**src/rtl/bitmask_pkg.sv**
```systemverilog
// Shared constants and FSM encoding for the bitmask unpacker.
package bitmask_pkg;

  localparam int unsigned WIDTH = 32;
  localparam int unsigned IDX_W = $clog2(WIDTH);

  typedef logic [1:0] state_t;

  localparam state_t IDLE = 2'd0;
  localparam state_t EMIT = 2'd1;
  localparam state_t ZERO = 2'd2;

endpackage

```
**src/rtl/lowest_set_bit.sv**
```systemverilog
// Combinational priority encoder: index and one-hot of the lowest set bit, plus a
// flag that is high when exactly one bit of the vector is set.
module lowest_set_bit #(
  parameter int unsigned WIDTH = 32,
  parameter int unsigned IDX_W = 5
) (
  input  logic [WIDTH-1:0] vec_i,
  output logic [IDX_W-1:0] idx_o,
  output logic [WIDTH-1:0] onehot_o,
  output logic             single_o
);

  // Two's-complement trick isolates the lowest set bit.
  assign onehot_o = vec_i & (~vec_i + WIDTH'(1));

  // Only one bit set means the vector equals its own lowest-bit isolate.
  assign single_o = (vec_i != '0) && (onehot_o == vec_i);

  // Scan from the top so the lowest set bit wins.
  always_comb begin
    idx_o = '0;
    for (int i = int'(WIDTH) - 1; i >= 0; i--) begin
      if (vec_i[i]) idx_o = IDX_W'(i);
    end
  end

endmodule

```
**src/rtl/bitmask_unpacker.sv**
```systemverilog
// Decomposes an accepted mask into a stream of set-bit indices, lowest first.
// An all-zero mask yields one beat flagged empty. Outputs are decoded from the
// state register and the pending-bit register only.
module bitmask_unpacker import bitmask_pkg::*; #(
  parameter int unsigned WIDTH = bitmask_pkg::WIDTH,
  parameter int unsigned IDX_W = bitmask_pkg::IDX_W  // must equal clog2(WIDTH)
) (
  input  logic             clock,
  input  logic             resetn,
  input  logic             clear,
  input  logic             in_valid,
  output logic             in_ready,
  input  logic [WIDTH-1:0] mask,
  output logic             out_valid,
  input  logic             out_ready,
  output logic [IDX_W-1:0] out_index,
  output logic             out_last,
  output logic             out_empty
);

  state_t           state_q, state_d;
  logic [WIDTH-1:0] pend_q, pend_d;

  logic [IDX_W-1:0] low_idx;
  logic [WIDTH-1:0] low_onehot;
  logic             low_single;

  lowest_set_bit #(
    .WIDTH (WIDTH),
    .IDX_W (IDX_W)
  ) u_lowest_set_bit (
    .vec_i    (pend_q),
    .idx_o    (low_idx),
    .onehot_o (low_onehot),
    .single_o (low_single)
  );

  // Output decode: EMIT reports the lowest pending bit, ZERO a fixed empty beat.
  always_comb begin
    in_ready  = (state_q == IDLE);
    out_valid = (state_q == EMIT) || (state_q == ZERO);
    out_index = (state_q == EMIT) ? low_idx : '0;
    out_last  = ((state_q == EMIT) && low_single) || (state_q == ZERO);
    out_empty = (state_q == ZERO);
  end

  // Next-state: clear overrides any handshake in the same cycle.
  always_comb begin
    state_d = state_q;
    pend_d  = pend_q;
    if (clear) begin
      state_d = IDLE;
      pend_d  = '0;
    end else begin
      case (state_q)
        IDLE: begin
          if (in_valid) begin
            pend_d  = mask;
            state_d = (mask != '0) ? EMIT : ZERO;
          end
        end
        EMIT: begin
          if (out_ready) begin
            pend_d = pend_q & ~low_onehot;
            if (low_single) state_d = IDLE;
          end
        end
        ZERO: begin
          if (out_ready) state_d = IDLE;
        end
        default: begin
          state_d = IDLE;
          pend_d  = '0;
        end
      endcase
    end
  end

  // State and pending-bit registers.
  always_ff @(posedge clock or negedge resetn) begin
    if (!resetn) begin
      state_q <= IDLE;
      pend_q  <= '0;
    end else begin
      state_q <= state_d;
      pend_q  <= pend_d;
    end
  end

endmodule

```
**config.mk**
```make
export PLATFORM = sky130hd
export DESIGN_NAME = bitmask_unpacker
export DESIGN_NICKNAME = d
export VERILOG_FILES = /design/src/rtl/bitmask_pkg.sv /design/src/rtl/lowest_set_bit.sv /design/src/rtl/bitmask_unpacker.sv
export SDC_FILE = /design/constraint.sdc
export NUM_CORES = 1
export LEC_CHECK = 0
export CAP_MARGIN = 10
export CELL_PAD_IN_SITES_DETAIL_PLACEMENT = 1
export CELL_PAD_IN_SITES_GLOBAL_PLACEMENT = 2
export CORE_MARGIN = 3
export CORE_UTILIZATION = 28
export CTS_CLUSTER_SIZE = 12
export DETAILED_ROUTE_END_ITERATION = 10
export GPL_TIMING_DRIVEN = 0
export MAX_ROUTING_LAYER = met4
export PLACE_DENSITY = 0.79
export SLEW_MARGIN = 40
export SYNTH_ARGS = -nofsm -noshare
export SYNTH_HDL_FRONTEND = slang
export SYNTH_SLANG_ARGS = --single-unit
```
**constraint.sdc**
```tcl
create_clock -name clock -period 4.3 [get_ports clock]
set_input_delay 0.86 -clock clock [delete_from_list [all_inputs] [get_ports clock]]
set_output_delay 0.86 -clock clock [all_outputs]
set_load 0.02 [all_outputs]
```
==> run metrics <==
worst min path class=input pin to asynchronous set/reset pin; main flop type after synthesis=dfrtp_1; syn_area_per_cell=7.83 um^2; Crit path required time=3.44 ns; met2 Usage GRT=32.7%; outcome=finished clean; Max-slew headroom=53.4%; routed vias=2824; Mapped Area=2600 um^2; DIE HEIGHT=102 um; first-pass GRT wire length=16400 um; row cnt=34; final cell count without fillers=493; met3 track utilization from global routing=3.28%; Synth Warn #=0; Final setup viols=0; GRT Max-Usage Layer=met2; Die X=102 um; Core Util, Final=37.4%; post-synth net total=372; final hold violations=0; CP max stage cell=or4_4; Core ar.=8850 um^2; synth top area cells=dfrtp_1, a22o_1, o21ai_0; ANT nets after route=0; largest net degree at the start of global routing=35; TNS Setup=0 ns; # fillers=1104; WS Path Type=flop to output port; global route overflow=0; asr flop ratio synth=100%; placed cells=484; Buf/Inv on CP=3; H-tree lvl count=2; n_diodes=0; Max Slew Vio Count=0; crit-path cells=buf_4 > nor4_4 > buf_4 > nand3_2 > or2_0 > a2111o_1 > or4_4 > o31ai_1 > clkbuf_2; Mapped Cells=332; Slew @ Worst Pin=0.699 ns; first-pass iteration count of the detailed router=4; Clock Sinks=34; CTS max path bufs=2; initial antenna violation count=0; max incr delay on CP=0.58 ns; Max Clock Skew=0.00570 ns; count of cell types in the netlist=53; post-synthesis register bit count=34; Initial Utilization=29.4%; IO buf count=44; f_max=243 MHz; Tcrit/Tclk final=95.6%; most instantiated library cell after synthesis=nand2_1; Crit path top cell by count=buf_4; wire per inst=21.2 um; area share of the largest cell type after synthesis=32.7%; family with the most delay on the worst path=simple AND/OR/NAND/NOR gates; DP Wirelength=7710 um; GRT Resource Usage Total=21.4%; number of synthesized flops with an enable pin=0; synthesis-to-layout area growth=27.3%; Pleak=1.31 nW; vias in the first global route=2851; RePlAce Congestion=0.919; RSZ-0062 raised after global routing=no; DRC errors left=0; CTS Root Cell=clkbuf_8; fin crit period=4.11 ns; # IOs=46; Seq/Total Area, Yosys=32.7%; Synth top cells by count=nand2_1, nor2_1, dfrtp_1; fraction of layout cells with a size suffix above 1=7.79%; max-cap viol count=0; peak supply drop=0.160 mV; via-per-instance ratio=5.73; Iteration-0 DRC Markers=169; drt total wl=10500 um; CTS buffer count=5; Pwr Density=493 nW/um^2; critical path endpoint category=output port; CTS tree=done; crit path max fanout=8; clk slew on worst S/H paths=0.07 ns; largest area contributor in the netlist=dfrtp_1; Die ar.=10500 um^2; nature of the critical path startpoint=flop; grt met1 use=30.1%; Final #Nets=425; Clock Latency Late Sink=0.30 ns; arrival time of the worst setup path=3.25 ns
## routing by layer
layer / routed length (um) / share of wire [%]
met5: 0 / 0
met4: 93 / 0.89
met3: 492 / 4.7
met2: 4860 / 46
met1: 5020 / 48
## final timing paths
kind	from	end	slack, ns	depth (start not counted)
max	pend_q[3]	out_last	0.19	9
min in group clock	state_q[0]	state_q[0]	0.58	2
min	resetn	pend_q[0]	0.53	1
max reg2reg	pend_q[3]	state_q[1]	1.32	9
min reg2reg	state_q[0]	state_q[0]	0.58	2
max in group asynchronous	resetn	pend_q[14]	3.42	1
## cell usage in the layout (no fill, tap or decap), drive strengths merged, types with 6 or more instances in the layout
master and instances:
nor4 19, clkbuf 26, a21oi 23, nor3 8, nand4 7, nand3 6, a22o 17, nor2 35
inv 14, clkdlybuf4s50 42, o21ai 29, buf 9, nand2 38, dfrtp 34
## flip-flops by register name (all words and copies together) (netlist names)
| name | flops |
|---|---|
| pend_q | 32 |
| state_q | 2 |
## per-stage QoR
step / total power, mW / hold WS (ns) / worst slack, ns / area, um^2
after floorplan: 1.03 / 0.509 / 0.634 / 2600
after global placement: 1.34 / 0.542 / -0.167 / 3170
after detailed placement: 1.35 / 0.559 / -0.157 / 3170
after CTS: 1.62 / 0.545 / 0.0529 / 3290
after global routing: 1.75 / 0.557 / 0.0550 / 3310
final: 1.63 / 0.530 / 0.190 / 3310
## logic make-up after synthesis
family          Yosys count  share of synthesized area [%]
simple gates            135                           26.8
compound gates          122                           32.9
buf+inv                  38                           6.11
flops                    34                           32.7
fa+ha+maj                 3                           1.44
## where the power goes
part / total, mW / internal, mW / switching [mW]
Combinational: 0.919 / 0.353 / 0.566
Clock: 0.239 / 0.112 / 0.127
Sequential: 0.474 / 0.383 / 0.0917
## area by class of cell
type | instances | area, um^2 | share of cell area, %
inverter | 14 | 52.6 | 1.59
timing repair buffer | 46 | 448 | 13.5
multi-input combinational | 260 | 1640 | 49.6
buffer | 24 | 106 | 3.21
tap | 108 | 135 | 4.08
clock buffer | 7 | 76.3 | 2.31
sequential | 34 | 851 | 25.7
## repair_timing
item / 4_1_cts / 5_1_grt
setup buffers: 2 / 0
cloned: 0 / 0
hold buffers: 0 / 0
setup endpoints to repair: 1 / 1
gates resized for setup: 5 / 7
pin swaps: 1 / 0
(Power assumes the default switching activity.)
